===== config.mk =====
export PLATFORM = sky130hd
export DESIGN_NAME = serial_subtractor
export DESIGN_NICKNAME = d
export VERILOG_FILES = /design/src/rtl/serial_subtractor.sv
export SDC_FILE = /design/constraint.sdc
export NUM_CORES = 1
export LEC_CHECK = 0
export CAP_MARGIN = 5
export CORE_AREA = 4 4 66 68
export CTS_BUF_LIST = sky130_fd_sc_hd__clkbuf_16
export DETAILED_ROUTE_END_ITERATION = 10
export DIE_AREA = 0 0 70 72
export GPL_TIMING_DRIVEN = 0
export PLACE_DENSITY = 0.48
export SLEW_MARGIN = 15
export SYNTH_ARGS = -nofsm -noshare
export SYNTH_HDL_FRONTEND = slang
export SYNTH_SLANG_ARGS = --single-unit

===== constraint.sdc =====
create_clock -name clk -period 1.55 [get_ports clk]
set_input_delay 0.31 -clock clk [delete_from_list [all_inputs] [get_ports clk]]
set_output_delay 0.31 -clock clk [all_outputs]
set_load 0.1 [all_outputs]

===== src/rtl/serial_subtractor.sv =====
// Bit-serial unsigned subtractor (a - b - bin), one bit per clock, LSB first, valid/ready on both sides.
// Optional signed-overflow output ovf is compiled in when SUB_OVF_EN is defined.
module serial_subtractor #(
    parameter int WIDTH = 4
) (
    input  logic             clk,
    input  logic             rst_n,
    input  logic             in_valid,
    output logic             in_ready,
    input  logic [WIDTH-1:0] a,
    input  logic [WIDTH-1:0] b,
    input  logic             bin,
    output logic             out_valid,
    input  logic             out_ready,
    output logic [WIDTH-1:0] diff,
    output logic             bout
`ifdef SUB_OVF_EN
    ,
    output logic             ovf
`endif
);

    localparam int CW = (WIDTH > 1) ? $clog2(WIDTH) : 1;
    localparam logic [CW-1:0] LAST_BIT = CW'(WIDTH - 1);

    typedef enum logic [1:0] {
        IDLE,
        SHIFT,
        DONE
    } state_t;

    state_t           state;
    logic [WIDTH-1:0] a_sr;
    logic [WIDTH-1:0] b_sr;
    logic             br;
    logic [CW-1:0]    cnt;

    logic d_bit;
    logic br_next;

    // Full-subtractor cell applied to the current LSBs of the operand shift registers.
    assign d_bit   = a_sr[0] ^ b_sr[0] ^ br;
    assign br_next = (~a_sr[0] & b_sr[0]) | (~(a_sr[0] ^ b_sr[0]) & br);

    // NOTE: all state lives in this one clocked block and is assigned with <= so every
    // register samples the pre-edge values of the others, regardless of statement order.
    always_ff @(posedge clk or negedge rst_n) begin
        if (!rst_n) begin
            state     <= IDLE;
            in_ready  <= 1'b1;
            out_valid <= 1'b0;
            a_sr      <= '0;
            b_sr      <= '0;
            br        <= 1'b0;
            cnt       <= '0;
            diff      <= '0;
            bout      <= 1'b0;
`ifdef SUB_OVF_EN
            ovf       <= 1'b0;
`endif
        end else begin
            case (state)
                IDLE: begin
                    if (in_valid) begin
                        a_sr     <= a;
                        b_sr     <= b;
                        br       <= bin;
                        cnt      <= '0;
                        in_ready <= 1'b0;
                        state    <= SHIFT;
                    end
                end
                SHIFT: begin
                    diff <= {d_bit, diff[WIDTH-1:1]};
                    a_sr <= a_sr >> 1;
                    b_sr <= b_sr >> 1;
                    br   <= br_next;
                    cnt  <= cnt + CW'(1);
                    if (cnt == LAST_BIT) begin
                        // bout gets its own register so the next accept's bin load leaves it intact.
                        bout      <= br_next;
`ifdef SUB_OVF_EN
                        ovf       <= br ^ br_next;
`endif
                        out_valid <= 1'b1;
                        state     <= DONE;
                    end
                end
                DONE: begin
                    if (out_ready) begin
                        out_valid <= 1'b0;
                        in_ready  <= 1'b1;
                        state     <= IDLE;
                    end
                end
                default: begin
                    out_valid <= 1'b0;
                    in_ready  <= 1'b1;
                    state     <= IDLE;
                end
            endcase
        end
    end

endmodule


Word-level counts from Yosys, hierarchy flattened
Cells that the tools add are included.
- register bits: 20
- input port bits: 13
- output and inout bits: 7
- logic and storage cells: 50
- reduce and logical (&&, ||, !) cells: 7
- equal/unequal tests: 6
- $add $sub $neg: 1
- multiplexer cells: 18
- bitwise gates (word level): 9
- operator list (kind ; count):
    $pmux W4 S2 ; 2
    $reduce_and A3 Y1 ; 3
    $mux W2 ; 4
    $mux W4 ; 2
    $ne A2 B2 Y1 const B ; 3
    $pmux W1 S3 ; 2
    $pmux W2 S3 ; 1
    $mux W1 ; 5
    $eq A2 B2 Y1 const B ; 2
    $not A1 Y1 ; 4
    $pmux W2 S2 ; 1
    $reduce_and A2 Y1 ; 2
    $add A2 B1 Y2 const B ; 1
    $and A1 B1 Y1 ; 2
    $eq A2 B1 Y1 const B ; 1
    $logic_not A2 Y1 ; 1
    $pmux W1 S2 ; 1
    $reduce_bool A2 Y1 ; 1
    $xor A1 B1 Y1 ; 2
    $or A1 B1 Y1 ; 1

Logic depth before layout (Yosys ltp)
Gate-level depths: netlist (run 1).
- depth in word-level cells: 5
- mapped depth: 4
- gate-level depth less buffers: 4

Least setup slack after synthesis (run 1)
OpenSTA, ideal clock, no wires.
- kind: register to register
- from: register, netlist name bout
- to: register bout
- slack: 0.273 ns
- buffers on the path: 0
- cell stages (with the launch flop): 3
- library setup time: 0.095 ns
- data arrival time: 1.182 ns
- period minus slack after synthesis: 1.277 ns
- path through: dfrtp_1 > o21ai_0 > o31ai_1
- RTL lines (what ; RTL line ; text):
    end signal, assigned ; 81 ; bout <= br_next;
    end, declared ; 16 ; output logic bout

Worst setup path in the final report (run 1)
- from: register in_ready
- to: output port in_ready
- RTL lines (what ; RTL line ; text):
    start, declared ; 9 ; output logic in_ready,
    start signal, assigned ; 50 ; in_ready <= 1'b1;
    start signal, assigned ; 69 ; in_ready <= 1'b0;
    start signal, assigned ; 92 ; in_ready <= 1'b1;
No word-level cell between the ends.

==> metrics.txt, run 1 <==
Top FF cell, synth dfrtp_1; Final Max Slew Viols 0; # H-tree levels 1; top cell type's share of synthesized area 52.1%; max-cap violations 0; RSZ-0062 raised after global routing false; Post-CTS Hold Buffers 0; Layout Nets 123; WP data required 1.24 ns; Post-Synthesis Net Count 99; Hold Crit Depth 2; CTS buffer count 3; gr ovfl total 0; number of synthesized flops with an enable pin 0; hold crit path type reg -> reg; DRC 0; Achievable Freq 661 MHz; Iteration-0 DRC Markers 32; Setup Slack @ Placement -0.410 ns; Final Hold Fails 0; ys async rst share 100%; delay-heaviest family, CP flip-flops; slowest stage cell, crit path dfstp_2; port bufs 19; clock buffer depth 2; CP Class reg -> out; layout cells sized above 1 22.4%; Final HPWL DP 1450 um; Critical Path Source Type flip-flop; Detailed Route WL 1940 um; IO Pins 20; CTS tree built; first drt pass iteration count 4; vias in the first global route 805; Cell variety after synth 23; post-layout minimum cycle time 1.51 ns; most area-hungry cell type in the Yosys netlist dfrtp_1; synth top area cells dfrtp_1 (52%), nand2_1 (7.4%), o221a_2 (7.4%); hold_ws 0.474 ns; largest incremental delay on the critical path 0.53 ns; initial antenna violation count 0; fin area 1250 um2; Area Growth Syn to Fin 36.6%; Final Cycle Share 97.6%; Reg2Reg Depth 2; CTS clock-pin slew for the worst setup and hold paths 0.05 ns; synthesized area 913 um2; final setup fails 0; clock latency on the worst-skew pair 0.25 ns; dominant cell by count in the synthesized netlist dfrtp_1; vias per std cell 4.39; Vert. Die Dim 72 um; row cnt 23; Synth Warn # 0; Seq cells post-synth 20; DRT antenna net count 0; Slew @ Worst Pin 0.922 ns; Placer Congestion 0.705; CP Buf/Inv Count 1; worst-path cell chain buf_2; max_slew headroom 38.3%; Cells after Synth 84; ant diodes 0; Placed Area 1170 um2; critical path endpoint category output pin; Initial Utilization 23.7%; CP arrival 1.20 ns; # clock sinks 20; clk_skew 0.00328 ns; CP Depth 1; status finished, final reports clean; core footprint 3860 um2; Syn Area/Cell 10.9 um2; Post-synth top cells dfrtp_1 (19), nand2_1 (18), o21ai_0 (7), nand3b_1 (6), o221a_2 (6); Die Footprint 5040 um2; Total GRT Usage 8.56%; routed len/inst 12.3 um; Die W 70 um; critical path peak fanout 3; largest net degree at the start of global routing 21; first-pass GRT wire length 3480 um; Seq/Total Area, Yosys 54.9%; Final WS setup 0.0364 ns; DR vias 690; clk root buf clkbuf_16
==> layout by cell type, fill, tap and decap left out <==
cell,n
o31ai_1,1
a21oi_1,3
clkdlybuf4s50_1,12
nor2_1,3
nor2b_1,3
nand3b_1,6
clkdlybuf4s15_2,6
o221a_2,6
buf_2,2
ha_1,1
o21ai_0,7
nand2b_1,2
a222oi_1,1
nor3_1,1
nor2_2,2
clkbuf_16,3
dfrtp_1,19
o21bai_4,1
nand2_1,18
dfstp_2,1
inv_1,3
a22o_1,1
fa_1,1
buf_4,2
buf_6,1
o21ai_1,1
==> what timing repair did <==
action	4_1_cts	5_1_grt
resized for setup	23	0
setup buffers	0	0
setup endpoints to repair	7	0
==> sequential cells by signal (all words and copies together), names as in the netlist, 2 cells and up <==
register,count
diff,4
cnt,2
state,2
a_sr,4
b_sr,4
==> worst paths after layout <==
check,end,slack (ns),startpoint
min in group asynchronous,out_valid,0.57,rst_n
worst min-delay path,diff[0],0.47,diff[0]
max in group asynchronous,a_sr[0],0.41,rst_n
worst max-delay path,in_ready,0.04,in_ready
worst min register to register,diff[0],0.47,diff[0]
worst max register to register,br,0.26,a_sr[0]
==> cell type report <==
class | instances | area (um2)
tap | 50 | 62.6
fill | 431 | 2610
timing repair buffer | 19 | 193
buffer | 4 | 31.3
inverter | 2 | 7.51
multi-input combinational | 58 | 373
clock inverter | 1 | 3.75
clock buffer | 3 | 75.1
sequential | 20 | 502
==> metal layers <==
layer,vias to the layer above,GRT usage [%],wire length [um]
met5,-,0,0
met3,3,2.22,81
met2,15,14.0,862
met1,326,10.7,961
li1,346,-,-
met4,0,3.83,30
==> stage by stage <==
stage | util [%] | std cells | TNS [ns]
3_3_place_gp | 30.2 | 153 | -1.84
6_report | 32.3 | 157 | 0
5_1_grt | 32.3 | 157 | 0
4_1_cts | 32.3 | 157 | 0
2_1_floorplan | - | 84 | 0
3_5_place_dp | 30.2 | 153 | -1.85
==> kinds of logic (layout without fill, tap and decap cells) <==
group | count (synthesis) | after routing | synth area share, %
AO/OA/AOI/OAI | 21 | 21 | 18.4
adder cells (fa/ha/maj) | 2 | 2 | 3.56
buffers and inverters | 6 | 29 | 4.25
flip-flops | 20 | 20 | 54.9
AND/OR/NAND/NOR | 35 | 35 | 18.9
Power of run 1 is left out: the tool's default activity adds up to more than one toggle a clock period on the data nets, which glitch-free logic cannot reach.
==> run 2: changes to the inputs <==
- CTS_CLUSTER_SIZE: unset -> 24
==> results of run 2 <==
Same layout as run 1: the final DEF is identical, and so are final timing and power.
Power of run 2 is left out for the same reason.
